**config.mk**
```make
export PLATFORM = sky130hd
export DESIGN_NAME = debug_capture_arbiter
export DESIGN_NICKNAME = d
export VERILOG_FILES = /design/src/rtl/debug_capture_arbiter.sv
export SDC_FILE = /design/constraint.sdc
export NUM_CORES = 1
export LEC_CHECK = 0
export CAP_MARGIN = 10
export CORE_UTILIZATION = 50
export CTS_CLUSTER_DIAMETER = 100
export CTS_CLUSTER_SIZE = 28
export DETAILED_ROUTE_END_ITERATION = 8
export PLACE_DENSITY = 0.86
export SYNTH_ARGS = -nofsm -noshare
export SYNTH_HDL_FRONTEND = slang
export SYNTH_SLANG_ARGS = --single-unit
```
**constraint.sdc**
```tcl
create_clock -name clk -period 3.4 [get_ports clk]
set_clock_uncertainty 0.15 [all_clocks]
set_input_delay 0.51 -clock clk [delete_from_list [all_inputs] [get_ports clk]]
set_output_delay 0.51 -clock clk [all_outputs]
set_load 0.005 [all_outputs]
```
**src/rtl/debug_capture_arbiter.sv**
```systemverilog
// rtl/debug_capture_arbiter.sv - debug RAM capture controller and SPI read-port arbiter
//
// Records a trigger-started burst of 30-bit samples into a single-port debug
// RAM, then hands the RAM to the SPI read port once capture is DONE.
//
// Ports:
//   clk, reset            system clock, synchronous active-high reset
//   arm, trigger, abort   capture control (priority abort > arm > trigger)
//   sample_valid/_data    datapath samples to capture
//   spi_rd_en/_addr/_data SPI read port (3-cycle read latency)
//   ram_we/re/addr/wdata  RAM command port (registered)
//   ram_rdata             RAM read data, valid one cycle after ram_re
//   status                {state, full, read_blocked, 4'b0}
//   capture_count         words written in the current or last capture
module debug_capture_arbiter #(
  parameter int DEPTH = 262144
) (
  input  logic        clk,
  input  logic        reset,
  input  logic        arm,
  input  logic        trigger,
  input  logic        abort,
  input  logic        sample_valid,
  input  logic [29:0] sample_data,
  input  logic        spi_rd_en,
  input  logic [17:0] spi_rd_addr,
  output logic [29:0] spi_rd_data,
  output logic        ram_we,
  output logic        ram_re,
  output logic [17:0] ram_addr,
  output logic [29:0] ram_wdata,
  input  logic [29:0] ram_rdata,
  output logic [7:0]  status,
  output logic [18:0] capture_count
);

  localparam logic [1:0]  S_IDLE    = 2'd0;
  localparam logic [1:0]  S_ARMED   = 2'd1;
  localparam logic [1:0]  S_CAPTURE = 2'd2;
  localparam logic [1:0]  S_DONE    = 2'd3;
  localparam logic [17:0] LAST_ADDR = 18'(DEPTH - 1);

  logic [1:0]  state;
  logic [1:0]  next_state;
  logic [17:0] wr_ptr;
  logic        full;
  logic        read_blocked;

  // Read pipeline: a miss/blocked read travels alongside real reads so that
  // spi_rd_data is always updated with the same 3-cycle latency, in order.
  logic        rd_zero1;
  logic        rd_zero2;
  logic        rd_pend;

  logic        accept;
  logic        last_write;
  logic        arm_clear;
  logic        rd_issue;
  logic        rd_zero;
  logic        rd_block;

  assign last_write = accept && (wr_ptr == LAST_ADDR);
  assign status     = {state, full, read_blocked, 4'b0000};

  // State register
  always_ff @(posedge clk) begin
    if (reset) begin
      state <= S_IDLE;
    end else begin
      state <= next_state;
    end
  end

  // Next-state logic
  always_comb begin
    next_state = state;
    case (state)
      S_IDLE: begin
        if (arm) next_state = S_ARMED;
      end
      S_ARMED: begin
        if (abort)        next_state = S_IDLE;
        else if (arm)     next_state = S_ARMED;
        else if (trigger) next_state = S_CAPTURE;
      end
      S_CAPTURE: begin
        if (abort || last_write) next_state = S_DONE;
      end
      default: begin
        if (arm) next_state = S_ARMED;
      end
    endcase
  end

  // Output decode: which events the datapath acts on this cycle
  always_comb begin
    accept    = 1'b0;
    arm_clear = 1'b0;
    rd_issue  = 1'b0;
    rd_zero   = 1'b0;
    rd_block  = 1'b0;
    case (state)
      S_IDLE: arm_clear = arm;
      S_ARMED: begin
        arm_clear = arm && !abort;
        // The trigger-cycle sample is the first word of the capture.
        accept    = sample_valid && trigger && !abort && !arm;
      end
      S_CAPTURE: accept = sample_valid && !abort;
      default:   arm_clear = arm;
    endcase
    if (spi_rd_en) begin
      if (state == S_DONE) begin
        if ({1'b0, spi_rd_addr} < capture_count) rd_issue = 1'b1;
        else                                     rd_zero  = 1'b1;
      end else begin
        rd_zero  = 1'b1;
        rd_block = 1'b1;
      end
    end
  end

  // Datapath and registered outputs
  always_ff @(posedge clk) begin
    if (reset) begin
      wr_ptr        <= '0;
      capture_count <= '0;
      full          <= 1'b0;
      read_blocked  <= 1'b0;
      ram_we        <= 1'b0;
      ram_re        <= 1'b0;
      ram_addr      <= '0;
      ram_wdata     <= '0;
      rd_zero1      <= 1'b0;
      rd_zero2      <= 1'b0;
      rd_pend       <= 1'b0;
      spi_rd_data   <= '0;
    end else begin
      // accept and rd_issue depend on different states, so they never coincide.
      ram_we <= accept;
      ram_re <= rd_issue;
      if (accept) begin
        ram_addr  <= wr_ptr;
        ram_wdata <= sample_data;
      end else if (rd_issue) begin
        ram_addr  <= spi_rd_addr;
      end

      if (arm_clear) begin
        wr_ptr        <= '0;
        capture_count <= '0;
        full          <= 1'b0;
        read_blocked  <= 1'b0;
      end else begin
        if (accept) begin
          capture_count <= capture_count + 19'd1;
          // wr_ptr parks on the last address; the capture ends there.
          if (last_write) full   <= 1'b1;
          else            wr_ptr <= wr_ptr + 18'd1;
        end
        if (rd_block) read_blocked <= 1'b1;
      end

      rd_zero1 <= rd_zero;
      rd_zero2 <= rd_zero1;
      rd_pend  <= ram_re;
      if (rd_pend)       spi_rd_data <= ram_rdata;
      else if (rd_zero2) spi_rd_data <= '0;
    end
  end

endmodule

```
==> results.ini <==
[synth]
synth_edf_count=0
ys_ff_latch=124
synth_warnings=0
synth_cell_types=52
synth_top_area_frac=0.4255
ys.flop_type=dfxtp_1
yosysTopAreaCell=dfxtp_1
synthArstFlopShare=0
syn_inst=701
seq_area_frac_synth=0.4255
syn-cell-area_um2=5834
avgSynthCellArea_um2=8.323
synthTopCellsByArea=dfxtp_1 43%, a21oi_1 7.0%, nor2_1 5.0%, nand2_1 4.8%, ha_1 4.7%

[detailed_routing]
routed-via-count=5732
dr_wl_met3_um=1342
routed_wl_um=16210
drt-initial-drc-count=422
dr.max_layer_used=met4
ant_nets=0
via_per_inst=5.642
post_drt_wl_per_cell_um=15.95
first_pass_iters=6
met1Wirelength_um=6709
wl_met2_um=7732
drc_errors=0

[critical_path]
crit_fanout=37
r2r-start=state[0]
r2r_slack_ns=0.53
crit_type=input pin to flop
r2r_end=state[1]
cp.arrival_ns=3.07
start_kind=input pin
crit_end=ram_addr[17]
end_kind=flop
rr_worst_depth=7
crit_start=spi_rd_addr[17]
critical_path_required_ns=3.56

[finish]
fin_area_um2=8317
antenna_cells=0
drive_gt1_frac=0.08362
final_core_util=0.7284
nNetsFinal=967
areaGrowthSynthToFinish_pct=42.55

[placement]
dpl.hpwl_um=11250
postPlaceCellArea_um2=7715
portBuffers=187
place.gp.congestion=0.9063

[clocking]
cts_tree=yes
path_clk_slew_ns=0.06
cts_max_level=4
postCtsSetupBuffers=0
clock_latency_ns=0.41
cts_buffers=17
cts.path.max_buffers=2
post_cts_resized=0
clock_tree.root_cell=clkbuf_16
cts_hold_buffers=0
cts_sinks=124

[timing]
hold_viol_final=0
period_minus_slack_ns=2.919
whs_ns=0.2951
final-max-slew-violation-count=0
finalCritPeriodShare=0.8585
rsz0062_at_grt=false
worstMarginPinSlew_ns=1.048
relSlewSlack=0.3004
setup_viol=0
clock.fmax_mhz=342.6
final.setup.tns_ns=0

[global_route]
antenna_found_initial=0
first_global_vias=5391
grt_overflow_total=0
grt_pass1_wl_um=25410
grt_start_max_net_pins=87
gr-usage-all-layers=0.2694

[min_path]
hold_path_class=flop to flop

[floorplanning]
die_w_um=110.0
dieArea_um2=12100
die_h_um=110.0
start_util=0.5110
design.core.area_um2=11420
placementRows=39
io_pins=192

[pwr]
power.leakage_nw=2.816
p_per_area_nw_per_um2=428.3
ir_worst_vdd_v=0.0003615

[job]
cap_violations=0

[outcome]
status=finished clean

[layout make-up]
| cell class | instances | area, µm² |
|---|---|---|
| Sequential cell | 124 | 2484 |
| Clock buffer | 20 | 456.7 |
| Inverter | 47 | 176.4 |
| Clock inverter | 12 | 145.1 |
| Fill cell | 884 | 3102 |
| Tap cell | 143 | 178.9 |
| Timing Repair Buffer | 193 | 1937 |
| Multi-Input combinational cell | 477 | 2939 |
[registers in the layout (all words and copies together), names as in the netlist]
signal	count
ram_addr	18
capture_count	19
ram_re	1
ram_we	1
wr_ptr	18
state	2
rd_zero1	1
read_blocked	1
spi_rd_data	30
full	1
rd_pend	1
rd_zero2	1
ram_wdata	30
[cells by family (layout without fill, tap and decap cells)]
family                   after synthesis  in the layout  share of synthesized area
AND/OR/NAND/NOR                      267            267                     0.2327
other                                  1              4                  0.0006427
flip-flops                           124            124                     0.4255
adder cells (fa/ha/maj)               22             22                    0.04718
AO/OA/AOI/OAI                        165            165                     0.1902
XOR/XNOR                              19             19                    0.02852
buffers and inverters                103            272                    0.07527
[worst max-delay path, cell delays in order]
cell and delay, ns:
clkdlybuf4s50_1 0.44, ha_1 0.36, nand4b_4 0.15, nor4_4 0.45
a31oi_4 0.45, a31o_2 0.41, a311oi_1 0.29
[worst min path at each step]
| stage | endpoint | from | cells after the start |
|---|---|---|---|
| after floorplan | rd_zero2 | rd_zero1 | 1 |
| after global placement | rd_zero2 | rd_zero1 | 1 |
| after detailed placement | rd_zero2 | rd_zero1 | 1 |
| after CTS | rd_zero2 | rd_zero1 | 1 |
| after global routing | rd_zero2 | rd_zero1 | 1 |
| final | rd_zero2 | rd_zero1 | 1 |
[placed cells by master, fill, tap and decap left out, drive strengths merged, types with 3 or more instances in the layout]
cell	instances
nor4	4
o2111ai	3
clkinvlp	4
a31oi	3
conb	4
xnor2	17
ha	22
or4	7
nand4	23
bufinv	3
a21oi	87
buf	7
a31o	18
o31ai	7
a311oi	17
inv	47
clkbuf	20
o21a	3
clkinv	5
nor3	9
dfxtp	124
nor2b	5
or3	9
o21ai	14
nor2	78
nand2	75
nand3	14
clkdlybuf4s50	186
nor3b	32
[per-stage QoR]
step           power, mW  cells  worst slack, ns
2_1_floorplan      1.610    704           0.9323
6_report           3.562   1016           0.4812
3_3_place_gp       1.744    984           0.3363
5_1_grt            3.660   1016           0.3738
3_5_place_dp       1.751    984           0.1545
4_1_cts            3.577   1016           0.5430
[layer usage]
metal | track usage | vias to the layer above
met5 | 0 | -
met4 | 0.1219 | 0
met3 | 0.07466 | 41
met2 | 0.4491 | 238
met1 | 0.3224 | 2676
li1 | - | 2777
[power breakdown]
| part | leakage (nW) | total, mW | internal (mW) | switching, mW |
|---|---|---|---|---|
| Sequential | 1.00 | 1.47 | 1.46 | 0.00996 |
| Combinational | 1.53 | 0.254 | 0.135 | 0.119 |
| Clock | 0.288 | 1.84 | 1.18 | 0.653 |
[synthesized netlist by cell type (8+ instances only)]
cell type  instances
nand2_1           75
nand4_1           23
o21ai_0           12
ha_1              22
or3_1              9
clkbuf_1          34
a21oi_1           82
nor3_1             9
a31o_2            18
inv_1             47
a311oi_1          17
xnor2_1           17
nor2_1            78
dfxtp_1          124
buf_1              8
nor3b_1           31
buf_4              9
nand3_1           13
(Power assumes the default switching activity.)
